<file path="src/rtl/instr_encode_writer.sv">
// Packs decoded RV32 instruction fields into a 32-bit word and writes it
// sequentially into a program buffer, one word per IDLE/ENCODE/WRITE pass.
module instr_encode_writer #(
  parameter int          ADDR_W    = 6,
  parameter logic [31:0] BASE_ADDR = 32'h0000_0000
) (
  input  logic              clk,
  input  logic              rst,
  input  logic              clear,
  input  logic              in_valid,
  output logic              in_ready,
  input  logic [2:0]        fmt,
  input  logic [6:0]        opcode,
  input  logic [4:0]        rd,
  input  logic [4:0]        rs1,
  input  logic [4:0]        rs2,
  input  logic [2:0]        funct3,
  input  logic [6:0]        funct7,
  input  logic [31:0]       imm,
  output logic              mem_we,
  output logic [31:0]       mem_addr,
  output logic [31:0]       mem_wdata,
  output logic [ADDR_W:0]   count,
  output logic              full,
  output logic              err
);

  typedef enum logic [1:0] {
    IDLE   = 2'd0,
    ENCODE = 2'd1,
    WRITE  = 2'd2
  } state_t;

  typedef enum logic [2:0] {
    FMT_I = 3'b000,
    FMT_S = 3'b001,
    FMT_B = 3'b010,
    FMT_U = 3'b011,
    FMT_J = 3'b100,
    FMT_R = 3'b101
  } fmt_t;

  localparam logic [ADDR_W:0] FULL_COUNT = {1'b1, {ADDR_W{1'b0}}};

  state_t      state_q, state_d;
  logic        accept;
  logic        legal;
  logic [31:0] word;

  logic [2:0]  fmt_q;
  logic [6:0]  opcode_q;
  logic [4:0]  rd_q, rs1_q, rs2_q;
  logic [2:0]  funct3_q;
  logic [6:0]  funct7_q;
  logic [31:0] imm_q;

  assign full   = (count == FULL_COUNT);
  assign accept = in_valid && in_ready && !clear;

  // NOTE: the captured field bundle is pure datapath; it is only consumed in
  // ENCODE, which is unreachable without a fresh capture, so it needs no reset.
  always_ff @(posedge clk) begin
    if (accept) begin
      fmt_q    <= fmt;
      opcode_q <= opcode;
      rd_q     <= rd;
      rs1_q    <= rs1;
      rs2_q    <= rs2;
      funct3_q <= funct3;
      funct7_q <= funct7;
      imm_q    <= imm;
    end
  end

  // NOTE: every signal assigned in an always_comb gets a default first, so no
  // path through the case statement can leave it unassigned and infer a latch.
  always_comb begin
    legal = 1'b1;
    word  = 32'h0;
    case (fmt_q)
      FMT_I: word = {imm_q[11:0], rs1_q, funct3_q, rd_q, opcode_q};
      FMT_S: word = {imm_q[11:5], rs2_q, rs1_q, funct3_q, imm_q[4:0], opcode_q};
      FMT_B: word = {imm_q[12], imm_q[10:5], rs2_q, rs1_q, funct3_q,
                     imm_q[4:1], imm_q[11], opcode_q};
      FMT_U: word = {imm_q[31:12], rd_q, opcode_q};
      FMT_J: word = {imm_q[20], imm_q[10:1], imm_q[11], imm_q[19:12],
                     rd_q, opcode_q};
      FMT_R: word = {funct7_q, rs2_q, rs1_q, funct3_q, rd_q, opcode_q};
      default: legal = 1'b0;
    endcase
  end

  always_comb begin
    state_d  = state_q;
    in_ready = (state_q == IDLE) && !full;
    mem_we   = (state_q == WRITE);
    err      = (state_q == ENCODE) && !legal;
    case (state_q)
      IDLE:    if (accept) state_d = ENCODE;
      ENCODE:  state_d = legal ? WRITE : IDLE;
      WRITE:   state_d = IDLE;
      default: state_d = IDLE;
    endcase
    // Clear drops whatever is in flight; an ENCODE never reaches WRITE.
    if (clear) state_d = IDLE;
  end

  // NOTE: sequential state uses non-blocking assignments so every register
  // samples pre-edge values regardless of statement order.
  always_ff @(posedge clk) begin
    if (rst) begin
      state_q   <= IDLE;
      count     <= '0;
      mem_addr  <= 32'h0;
      mem_wdata <= 32'h0;
    end else begin
      state_q <= state_d;
      if (clear) begin
        count <= '0;
      end else if (state_q == WRITE) begin
        count <= count + 1'b1;
      end
      if (state_q == ENCODE && legal && !clear) begin
        mem_addr  <= BASE_ADDR + (32'(count) << 2);
        mem_wdata <= word;
      end
    end
  end

endmodule
</file>
<file path="config.mk">
export PLATFORM = sky130hd
export DESIGN_NAME = instr_encode_writer
export DESIGN_NICKNAME = d
export VERILOG_FILES = /design/src/rtl/instr_encode_writer.sv
export SDC_FILE = /design/constraint.sdc
export NUM_CORES = 1
export LEC_CHECK = 0
export CAP_MARGIN = 10
export CORE_MARGIN = 5
export CORE_UTILIZATION = 42
export DETAILED_ROUTE_END_ITERATION = 8
export PLACE_DENSITY = 0.73
export SYNTH_ARGS = -nofsm -noshare
export SYNTH_HDL_FRONTEND = slang
export SYNTH_SLANG_ARGS = --single-unit
</file>
<file path="constraint.sdc">
create_clock -name clk -period 2.7 [get_ports clk]
set_input_delay 0.27 -clock clk [delete_from_list [all_inputs] [get_ports clk]]
set_output_delay 0.27 -clock clk [all_outputs]
set_load 0.005 [all_outputs]
</file>
==> results.json, run 1 <==
{
  "status": "finished clean",
  "core_area_um2": 10700,
  "num_rows": 38,
  "combPwrFrac_pct": 6.3,
  "dieArea_um2": 13000,
  "drcViolationCount": 0,
  "clock_path_buffers": 2,
  "first_pass_iters": 4,
  "switchingPower_uw": 877,
  "finalPower_uw": 4430,
  "grt_max_degree": 68,
  "wl_per_cell_um": 15.8,
  "dp_hpwl_um": 7190,
  "post_cts_buffers": 0,
  "ctsResizeCount": 0,
  "cellPowerDensity_nw_per_um2": 695,
  "skew_ns": 0.00878,
  "slowest_stage": "clkdlybuf4s50_1",
  "grt_first_pass_wirelength_um": 16000,
  "htree_levels": 4,
  "die_x_um": 114,
  "portBuffers": 120,
  "worstPathRequired_ns": 2.43,
  "drtIter0Drc": 246,
  "synthDistinctLibCells": 45,
  "swShare_pct": 19.8,
  "dp_cells": 612,
  "fin_crit_sh_pct": 94.2,
  "end_kind": "output pin",
  "antenna_found_initial": 0,
  "p_leak_uw": 0.00227,
  "crit_buf_inv": 2,
  "grt_setup_unrepaired": "false",
  "slew_headroom_pct": 40.2,
  "critPathMaxFanout": 4,
  "synth_edf_count": 67,
  "maxCapViolations": 0,
  "finalSetupViolations": 0,
  "seqPwrFrac_pct": 44.0,
  "startpoint_type": "register",
  "critical_path_class": "register to output pin",
  "regArea_um2": 2970,
  "fin_crit_ns": 2.54,
  "yosysTopAreaCell": "edfxtp_1",
  "timing.rr.start": "count[1]$_SDFFE_PP0P_",
  "clkLatencyLatePin_ns": 0.49,
  "crit_family": "simple AND/OR/NAND/NOR gates",
  "vias": 3148,
  "fin_nets": 564,
  "grt_pass1_vias": 3154,
  "syn_area_per_cell_um2": 12.3,
  "peakVddDrop_uv": 401,
  "grt_overflow": 0,
  "cts_root_buf": "clkbuf_8",
  "ys_ff_latch": 115,
  "ys.flop_type": "edfxtp_1",
  "p_clk_share_pct": 49.7,
  "final_area_um2": 6370,
  "dieHeight_um": 114,
  "totalWireLength_um": 10200,
  "multi_input_area_um2": 1350,
  "maxSlewViolCount": 0,
  "io_pins": 146,
  "stdcell_count": 644,
  "tns_ns": 0,
  "synth_area_um2": 4550,
  "worstPathCellList": "inv_1 > ha_1 > or4b_1 > nor3b_2 > nor3_1 > clkdlybuf4s50_1",
  "avgViaCountPerCell": 4.89,
  "synthCells": 369,
  "intPower_uw": 3550,
  "drive_gt1_share_pct": 9.92,
  "synth_top_area_share_pct": 44.2,
  "n_antenna_cell": 0,
  "critical_path.startpoint": "count[1]$_SDFFE_PP0P_",
  "finalHoldViolCount": 0,
  "max_stage_delay_ns": 0.45,
  "initial_utilization_pct": 42.4,
  "arrival_ns": 2.27,
  "placed_area_um2": 5780,
  "timing.hold.ws_ns": 0.329,
  "ys_warn_count": 0,
  "synth_area_leaders": "edfxtp_1 44%, dfxtp_1 21%, buf_4 4.3%, mux2i_1 3.5%, nor2_1 3.4%",
  "fmax_mhz": 393,
  "cts_tree": "done",
  "yosysSeqAreaShare_pct": 65.3,
  "place_congestion": 0.762,
  "hold_path.class": "primary input to register",
  "worst_slew_pin_slew_ns": 0.897,
  "cts.sinks": 115,
  "nFillCells": 906,
  "gr-usage-all-layers_pct": 15.8,
  "async_reset_ff_share_pct": 0,
  "clkSlewWorstSetupHoldPaths_ns": 0.06,
  "hp-start": "funct7[3]",
  "ant_nets": 0,
  "area_growth_pct": 40.0,
  "postCtsHoldBufs": 0,
  "numCtsBuffers": 17
}
## state kept, by name, indices dropped and copies added (netlist names)
| signal | count |
|---|---|
| funct7_q | 7 |
| imm_q | 32 |
| rs1_q | 5 |
| mem_addr | 7 |
| rd_q | 5 |
| opcode_q | 7 |
| count | 7 |
| rs2_q | 5 |
| state_q | 2 |
| mem_wdata | 32 |
| funct3_q | 3 |
| fmt_q | 3 |
## layer usage
layer	wire, µm	global-route usage (%)
met4	87	5.07
met2	5240	27.2
met1	4080	18.8
met3	774	4.92
met5	0	0
## kinds of logic after synthesis
logic type	count (synthesis)	share of synthesized area, %
compound gates	61	10.1
xor+xnor	6	1.15
fa+ha+maj	2	0.550
buf+inv	52	7.12
flops	115	65.3
mux	18	4.07
other cells	1	0.0824
simple gates	114	11.7
## metrics by stage
stage	utilization [%]	setup slack [ns]
floorplan	-	0.213
global placement	53.8	0.550
detailed placement	53.8	0.491
CTS	59.3	0.115
global route	59.3	0.0153
finish	59.3	0.156
## synth_stat cells, drive strengths merged, types with 4 or more instances
library cell,instances
a211oi,16
a21oi,22
a221oi,8
a222oi,5
buf,40
clkbuf,9
dfxtp,48
edfxtp,67
mux2i,17
nand2,33
nor2,41
nor3,20
o22ai,4
xor2,5
## placed cells by master (no fill, tap or decap), types with 3 or more instances in the layout
master	count
a211oi_1	15
a21oi_1	22
a221oi_1	3
a221oi_2	5
a222oi_1	5
buf_4	7
bufinv_16	3
clkbuf_1	3
clkbuf_16	16
clkbuf_8	4
clkdlybuf4s50_1	119
conb_1	25
dfxtp_1	48
edfxtp_1	67
inv_1	3
mux2i_1	16
nand2_1	33
nor2_1	41
nor3_1	20
o21ai_0	3
o22ai_1	4
xor2_1	5
## power groups by stage
stage	sequential [µW]	clock (µW)	combinational, µW
after global placement	1980	0	273
after CTS	1950	2240	281
after detailed placement	1990	0	280
final	1950	2200	278
after floorplan	1980	0	144
after global routing	1960	2330	304
## path summary, 6_finish.rpt
check        slack (ns)                       end  depth (start not counted)
max                0.16                  in_ready                          6
min                0.33     funct7_q[3]$_DFFE_PP_                          1
max reg2reg        0.55     opcode_q[5]$_DFFE_PP_                          7
min reg2reg        0.45  mem_addr[7]$_SDFFE_PP0P_                          2
## area by class of cell
class / instances / area share (%)
timing repair buffer: 128 / 19.9
sequential: 115 / 46.6
multi-input combinational: 226 / 21.2
tap: 140 / 2.75
clock buffer: 23 / 7.32
clock inverter: 9 / 2.00
inverter: 3 / 0.177
Note: power is estimated with default switching activity, not from simulation.
==> run 2, diff against run 1 <==
--- a/config.mk
+++ b/config.mk
@@ -5,7 +5,7 @@
 export SDC_FILE = /design/constraint.sdc
 export NUM_CORES = 1
 export LEC_CHECK = 0
-export CAP_MARGIN = 10
+export CAP_MARGIN = 20
 export CORE_MARGIN = 5
 export CORE_UTILIZATION = 42
 export DETAILED_ROUTE_END_ITERATION = 8
==> results of run 2 <==
The final DEF is identical to that of run 1; final timing and power are the same.
